### src/rtl/eespfal_dualrail_pipe.sv
// Cycle-level model of a WIDTH-bit, STAGES-deep EESPFAL dual-rail gate pipeline
// driven by a four-phase adiabatic power clock, with rail-code error tracking.
module eespfal_dualrail_pipe #(
   parameter int unsigned WIDTH     = 4,
   parameter int unsigned STAGES    = 4,
   parameter int unsigned PHASE_LEN = 2
) (
   input  logic             CLK,
   input  logic             RST,
   input  logic             Dis,
   input  logic             MODE,
   input  logic [WIDTH-1:0] A,
   input  logic [WIDTH-1:0] A_bar,
   input  logic             ERR_CLR,
   output logic             IN_ACK,
   output logic [WIDTH-1:0] OUT,
   output logic [WIDTH-1:0] OUT_bar,
   output logic             VALID,
   output logic [1:0]       PHASE,
   output logic             ERR,
   output logic [7:0]       ERR_CNT
);

   localparam int unsigned CNT_W  = (PHASE_LEN > 1) ? $clog2(PHASE_LEN) : 1;
   localparam int unsigned NERR_W = $clog2(STAGES + 1);

   logic [CNT_W-1:0]              cnt;
   logic [1:0]                    gp;
   logic                          at_edge;
   logic                          wrap;

   logic [STAGES-1:0][WIDTH-1:0]  rail_t;
   logic [STAGES-1:0][WIDTH-1:0]  rail_f;
   logic [STAGES-1:0][WIDTH-1:0]  nxt_t;
   logic [STAGES-1:0][WIDTH-1:0]  nxt_f;
   logic [STAGES-1:0][WIDTH-1:0]  src_t;
   logic [STAGES-1:0][WIDTH-1:0]  src_f;
   logic [STAGES-1:0]             bad;
   logic [NERR_W-1:0]             n_err;

   logic [7:0]                    cnt_base;
   logic [8:0]                    cnt_sum;
   logic [7:0]                    err_cnt_nxt;
   logic                          err_nxt;

   assign at_edge = (cnt == '0);
   assign wrap    = (cnt == CNT_W'(PHASE_LEN - 1));

   // Free-running phase timer and global phase index
   always_ff @(posedge CLK) begin
      if (RST) begin
         cnt <= '0;
         gp  <= '0;
      end else if (wrap) begin
         cnt <= '0;
         gp  <= gp + 2'd1;
      end else begin
         cnt <= cnt + CNT_W'(1);
      end
   end

   // Per-stage evaluate / recover / discharge with rail-code checking
   always_comb begin
      logic [1:0] ps;
      ps    = '0;
      nxt_t = rail_t;
      nxt_f = rail_f;
      bad   = '0;
      n_err = '0;
      src_t = '0;
      src_f = '0;

      src_t[0] = A;
      src_f[0] = A_bar;
      for (int s = 1; s < int'(STAGES); s++) begin
         src_t[s] = rail_t[s-1];
         src_f[s] = rail_f[s-1];
      end

      for (int s = 0; s < int'(STAGES); s++) begin
         ps = gp - 2'(s);
         if (Dis) begin
            nxt_t[s] = '0;
            nxt_f[s] = '0;
         end else if (at_edge && ps == 2'd0) begin
            // Equal rails on any bit (null or 11) poison the whole word
            if (|(~(src_t[s] ^ src_f[s]))) begin
               bad[s]   = 1'b1;
               nxt_t[s] = '0;
               nxt_f[s] = '0;
            end else if (MODE) begin
               nxt_t[s] = src_f[s];
               nxt_f[s] = src_t[s];
            end else begin
               nxt_t[s] = src_t[s];
               nxt_f[s] = src_f[s];
            end
         end else if (at_edge && ps == 2'd2) begin
            nxt_t[s] = '0;
            nxt_f[s] = '0;
         end
      end

      for (int s = 0; s < int'(STAGES); s++) begin
         n_err = n_err + NERR_W'(bad[s]);
      end
   end

   // Saturating error count; a same-cycle error overrides the clear
   always_comb begin
      cnt_base    = ERR_CLR ? 8'd0 : ERR_CNT;
      cnt_sum     = 9'(cnt_base) + 9'(n_err);
      err_cnt_nxt = (cnt_sum > 9'd255) ? 8'd255 : cnt_sum[7:0];
      err_nxt     = (n_err != '0) | (ERR & ~ERR_CLR);
   end

   always_ff @(posedge CLK) begin
      if (RST) begin
         rail_t  <= '0;
         rail_f  <= '0;
         ERR     <= 1'b0;
         ERR_CNT <= 8'd0;
      end else begin
         rail_t  <= nxt_t;
         rail_f  <= nxt_f;
         ERR     <= err_nxt;
         ERR_CNT <= err_cnt_nxt;
      end
   end

   assign IN_ACK  = ~RST & ~Dis & at_edge & (gp == 2'd0);
   assign OUT     = rail_t[STAGES-1];
   assign OUT_bar = rail_f[STAGES-1];
   assign VALID   = &(rail_t[STAGES-1] ^ rail_f[STAGES-1]);
   assign PHASE   = gp;

endmodule

### config.mk
export PLATFORM = sky130hd
export DESIGN_NAME = eespfal_dualrail_pipe
export DESIGN_NICKNAME = d
export VERILOG_FILES = /design/src/rtl/eespfal_dualrail_pipe.sv
export SDC_FILE = /design/constraint.sdc
export NUM_CORES = 1
export LEC_CHECK = 0
export BUFFER_PORTS_ARGS = -buffer_cell sky130_fd_sc_hd__buf_2
export CELL_PAD_IN_SITES_DETAIL_PLACEMENT = 1
export CELL_PAD_IN_SITES_GLOBAL_PLACEMENT = 1
export CORE_UTILIZATION = 40
export CTS_CLUSTER_DIAMETER = 50
export DETAILED_ROUTE_END_ITERATION = 8
export GPL_TIMING_DRIVEN = 0
export PLACE_DENSITY_LB_ADDON = 0.1
export SLEW_MARGIN = 40
export SYNTH_ARGS = -nofsm -noshare
export SYNTH_HDL_FRONTEND = slang
export SYNTH_SLANG_ARGS = --single-unit
### constraint.sdc
create_clock -name CLK -period 3.7 [get_ports CLK]
set_input_delay 0.74 -clock CLK [delete_from_list [all_inputs] [get_ports CLK]]
set_output_delay 0.74 -clock CLK [all_outputs]
set_load 0.03 [all_outputs]
Yosys cells after proc, flatten, opt, wreduce, memory -nomap -nowiden

Index checks and enable logic that the tools add are counted.

Register bits: 44
Bits of input ports: 13
Logic and storage cells: 110

Add/sub/neg operators: 9
$lt $le $gt $ge: 1
Equality and inequality tests: 4
Multiplexer cells: 42
Bitwise operators: 18
Reduce and logical (&&, ||, !) cells: 24

Operators with widths:

| kind                | number |
|---|---|
| $mux 4              | 28 |
| $xor 4x4->4         | 5 |
| $mux 8              | 2 |
| $not 4->4           | 4 |
| $reduce_or 4->1     | 4 |
| $mux 1              | 12 |
| $add 8x3->9         | 1 |
| $gt 9x8->1 const B  | 1 |
| $eq 2x2->1 const B  | 4 |
| $logic_and 1x1->1   | 8 |
| $logic_not 2->1     | 4 |
| $reduce_bool 2->1   | 4 |
| $and 1x1->1         | 4 |
| $not 1->1           | 4 |
| $reduce_and 4->1    | 1 |
| $reduce_or 2->1     | 2 |
| $sub 2x2->2 const B | 2 |
| $add 2x1->3         | 1 |
| $add 3x1->3         | 1 |
| $reduce_bool 3->1   | 1 |
| $add 1x1->2         | 1 |
| $add 2x1->2 const B | 1 |
| $sub 2x1->2 const B | 1 |
| $add 1x1->1 const B | 1 |
| $or 1x1->1          | 1 |

Longest topological paths before layout

Depth in word-level cells: 12
Mapped depth: 11
Depth with buffers taken out: 10

Worst setup path after synthesis

No wires, ideal clock.

Kind: input to register
Start point: input A[3]
End point: register ERR_CNT[7]
Setup time: 0.119 ns
Arrival: 3.633 ns
Slack: -0.052 ns
Cell stages on the path: 9
Path buffers: 0
Cell sequence: xor2_1 nand4_1 and3_1 fa_1 ha_1 ha_1 fa_1 or4b_1 o221a_2

Word-level cells in the longest chain between the ends: 12

Ends and longest elaborated chain:

| what                   | line | source |
|---|---|---|
| start: declaration     | 12   | `input logic [WIDTH-1:0] A,` |
| $xor 4x4->4 *          | 87   | `if (\|(~(src_t[s] ^ src_f[s]))) begin` |
| $not 4->4 *            | 87   |  |
| $reduce_or 4->1 *      | 87   |  |
| $mux 1 *               | 87   |  |
| $mux 1 *               | 85   | `end else if (at_edge && ps == 2'd0) begin` |
| $mux 1 *               | 82   | `if (Dis) begin` |
| $add 1x1->2 *          | 105  | `n_err = n_err + NERR_W'(bad[s]);` |
| $add 2x1->3 *          | 105  |  |
| $add 3x1->3 *          | 105  |  |
| $add 8x3->9 *          | 112  | `cnt_sum = 9'(cnt_base) + 9'(n_err);` |
| $gt 9x8->1             | 113  | `err_cnt_nxt = (cnt_sum > 9'd255) ? 8'd255 : cnt_sum[7:0];` |
| $mux 8 *               | 113  |  |
| end signal: assignment | 127  | `ERR_CNT <= err_cnt_nxt;` |
| end: declaration       | 21   | `output logic [7:0] ERR_CNT` |

Every way passes the cells marked *; elsewhere a longest branch is shown, timed or not.
A chain may end at the register's enable or synchronous reset.

Final worst setup path

Start point: input Dis
End point: register ERR_CNT[7]

Word-level cells in the longest chain between the ends: 7
Elaborated cells on any way between the ends: 10
Classes of those cells: 4 x add/sub; 1 x order compare; 5 x mux

Ends and longest elaborated chain:

| what               | line | source |
|---|---|---|
| start: declaration | 10   | `input logic Dis,` |
| $mux 1             | 82   |  |
| $add 1x1->2        | 105  |  |
| $add 2x1->3        | 105  |  |
| $add 3x1->3 *      | 105  |  |
| $add 8x3->9 *      | 112  |  |
| $gt 9x8->1         | 113  |  |
| $mux 8 *           | 113  |  |

Marks and branches as above.

==> summary.md <==
| Metric | Value |
|---|---|
| Status | `finished, final reports clean` |
| Rows | `28` |
| FFs w/ async S/R, synth | `0%` |
| CP required | `3890 ps` |
| CP top delay family | `adder cells` |
| Max VDD drop | `0.148 mV` |
| DRC violations left | `0` |
| Max FO, Critical Path | `5` |
| CP endpoint kind | `flip-flop` |
| Net Sw Power | `0.247 mW` |
| Leak Pwr | `1.29 nW` |
| Vias per cell | `5.65` |
| CP arrival | `3690 ps` |
| Fraction of power consumed by sequential logic | `51.7%` |
| Internal cell power | `0.689 mW` |
| GPL Wtd Cong | `0.778` |
| Crit Path Category | `input port to flip-flop` |
| Yosys top cell by area | `dfxtp_1` |
| Mapped Nets | `289` |
| Commonest non-fill, non-tap cell in the layout | `dfxtp_1` |
| GRT Total Usage | `20.6%` |
| Tcrit/Tclk final | `94.6%` |
| Clk_skew | `3.12 ps` |
| Gr ovfl total | `0` |
| Most frequent cells in the layout | `dfxtp_1 (44), buf_2 (37), nand3_1 (35)` |
| Power Total | `0.936 mW` |
| Register area share after synthesis | `34.0%` |
| Slowest stage delay, CP | `540 ps` |
| Flops & latches, synth | `44` |
| DR pass1 iterations | `4` |
| Antenna diodes | `0` |
| RSZ-0062 raised after global routing | `false` |
| Clock transition at the registers of the reported paths | `80 ps` |
| Initial Util | `42.5%` |
| Remaining antenna violation count | `0` |
| Most used DFF post-synth | `dfxtp_1` |
| CP bufs+invs | `1` |
| DRT iter0 DRCs | `73` |
| Slowest cell on the critical path | `or4b_1` |
| Power share of the combinational group | `12.9%` |
| First-pass GRT wire length | `10,500 um` |
| Maximum clock insertion buffer count | `2` |
| Crit-path cells | `buf_2, nor2_1, and3_1, fa_1, ha_1, ha_1, fa_2, or4b_1, o221a_2` |
| NumNets Final | `331` |
| Cell mode on critical path | `ha_1` |
| Worst slew margin | `65.5%` |
| Max Slew Vio Count | `0` |
| Hold_ws | `490 ps` |
| CP Launch Type | `input port` |
| CTS tree | `done` |
| Min-delay worst type | `flip-flop to flip-flop` |
| Synth top area cells | `dfxtp_1 (34%), mux2_2 (7.0%), nand3_1 (6.8%)` |
| # setup viols final | `0` |
| Tightest Pin Transition | `516 ps` |
| Die Y | `82.4 um` |
| Initial antenna violation count | `0` |
| Routed length per instance | `16.2 um` |
| Synthesis-to-layout area growth | `15.0%` |
| Die area | `6800 um2` |
| Clk pwr share | `35.4%` |
| Post-DP HPWL | `4580 um` |
| Port buffer count | `31` |
| Mean Syn Cell Area | `9.77 um2` |
| Core area | `6100 um2` |
| Maximum capacitance violations | `0` |
| Cell variety after synth | `45` |
| Cells after synthesis | `265` |
| Synth top area share | `34.0%` |
| Vias in the first global route | `2,120` |
| Number of enable flip-flop cells after synthesis | `0` |
| Clock Tree Root | `clkbuf_8` |
| Min Clock Period, post-route | `3500 ps` |
| PD cells | `315 nW/um2` |
| Die X | `82.4 um` |
| Cts bufs inserted | `5` |
| Post-Synthesis Cell Area | `2590 um2` |
| Skew-Pair Late Insertion Delay | `290 ps` |
| Post-CTS Hold Fix Bufs | `0` |
| CTS Sinks | `44` |
| Yosys warns | `0` |
| H-tree Lvls | `2` |
| I/O pins | `34` |
| Sw frac | `26.4%` |
| Layout cells sized above 1 | `28.0%` |
| Largest net degree at the start of global routing | `13` |
| Fin. Hold Viols | `0` |
| Routed via count | `2,159` |
| Achievable Freq | `286 MHz` |
| Final wirelength | `6200 um` |
==> synth_stat cells, types with 2 or more instances <==
master and number:
nor3_1 3, mux2_2 16, or4_1 2, buf_2 6
nor2b_1 5, nand2_1 3, o41ai_1 8, and3_1 4
ha_1 9, dfxtp_1 44, mux2i_1 17, nand2b_1 3
nand4_1 3, nor2_1 5, buf_4 11, clkbuf_1 4
o2bb2ai_1 16, xnor2_1 5, o31ai_1 8, xor2_1 16
inv_1 7, a21oi_1 8, buf_6 2, o211ai_1 3
fa_1 2, nor4_1 2, nand3_1 35
==> state kept, by name (all words and copies together) (netlist names) <==
name and count:
cnt 1, ERR_CNT 8, rail_t 12, PHASE 2
OUT_bar 4, OUT 4, ERR 1, rail_f 12
==> layer usage <==
metal | wire length, um | vias to the layer above | track usage, %
met5 | 0 | - | 0
met4 | 60 | 0 | 6.32
met3 | 246 | 4 | 3.96
met2 | 2980 | 48 | 34.7
met1 | 2920 | 1039 | 26.5
li1 | - | 1068 | -
==> stage by stage <==
stage	area (um2)	TNS, ps	std cells	setup WS (ps)	util, %
6_report	2980	0	382	201	48.8
5_1_grt	2980	0	382	76.9	48.8
4_1_cts	2960	0	380	49.2	48.5
3_5_place_dp	2850	-2160	371	-401	46.7
3_3_place_gp	2850	-1900	371	-375	46.7
2_1_floorplan	2600	0	265	51.7	-
==> power groups by stage <==
stage	combinational (mW)	clock [mW]	sequential, mW
floorplan	0.0752	0	0.505
finish	0.121	0.331	0.484
detailed placement	0.121	0	0.495
CTS	0.122	0.343	0.484
global placement	0.120	0	0.495
global route	0.135	0.363	0.485
==> kinds of logic (layout without fill, tap and decap cells) <==
group	count (synthesis)	in the layout	synth area share [%]
xor gates and xnor gates	21	21	7.10
buffers and inverters	31	73	6.96
DFF	44	44	34.0
adders and majority gates	11	11	5.90
muxes	33	33	13.5
and+or+nand+nor	74	74	16.9
AOI/OAI and AO/OA	51	51	15.6
==> worst register-to-register path, stage by stage, from the launching register on <==
cell and delay [ps]:
dfxtp_1 400, xor2_1 170, nand4_1 220, and3_1 270, fa_1 450, ha_1 210, ha_1 330, fa_2 440
or4b_1 540, o221a_2 280
==> worst paths after layout <==
| kind | end | cells after the start | startpoint | slack [ps] |
|---|---|---|---|---|
| setup / recovery | ERR_CNT[7]$_SDFF_PP0_ | 9 | Dis | 200 |
| hold / removal | ERR$_SDFF_PP0_ | 2 | ERR$_SDFF_PP0_ | 490 |
| setup reg to reg | ERR_CNT[7]$_SDFF_PP0_ | 9 | rail_f[1]$_SDFFE_PP0P_ | 280 |
| hold reg to reg | ERR$_SDFF_PP0_ | 2 | ERR$_SDFF_PP0_ | 490 |
==> layout make-up <==
type                    count  area (um2)
well taps                  75        93.8
repair buffers             35         185
fillers                   738        3120
multi-input cells         190        1540
plain buffers              24         154
inverters                   7        26.3
flip-flops and latches     44         881
clock buffers               7        96.3
==> what timing repair did <==
action	4_1_cts	5_1_grt
setup endpoints to repair	3	7
resized for setup	0	1
setup buffers	2	2
gates cloned	0	0
pin swaps	2	1
Note: power is estimated with default switching activity, not from simulation.
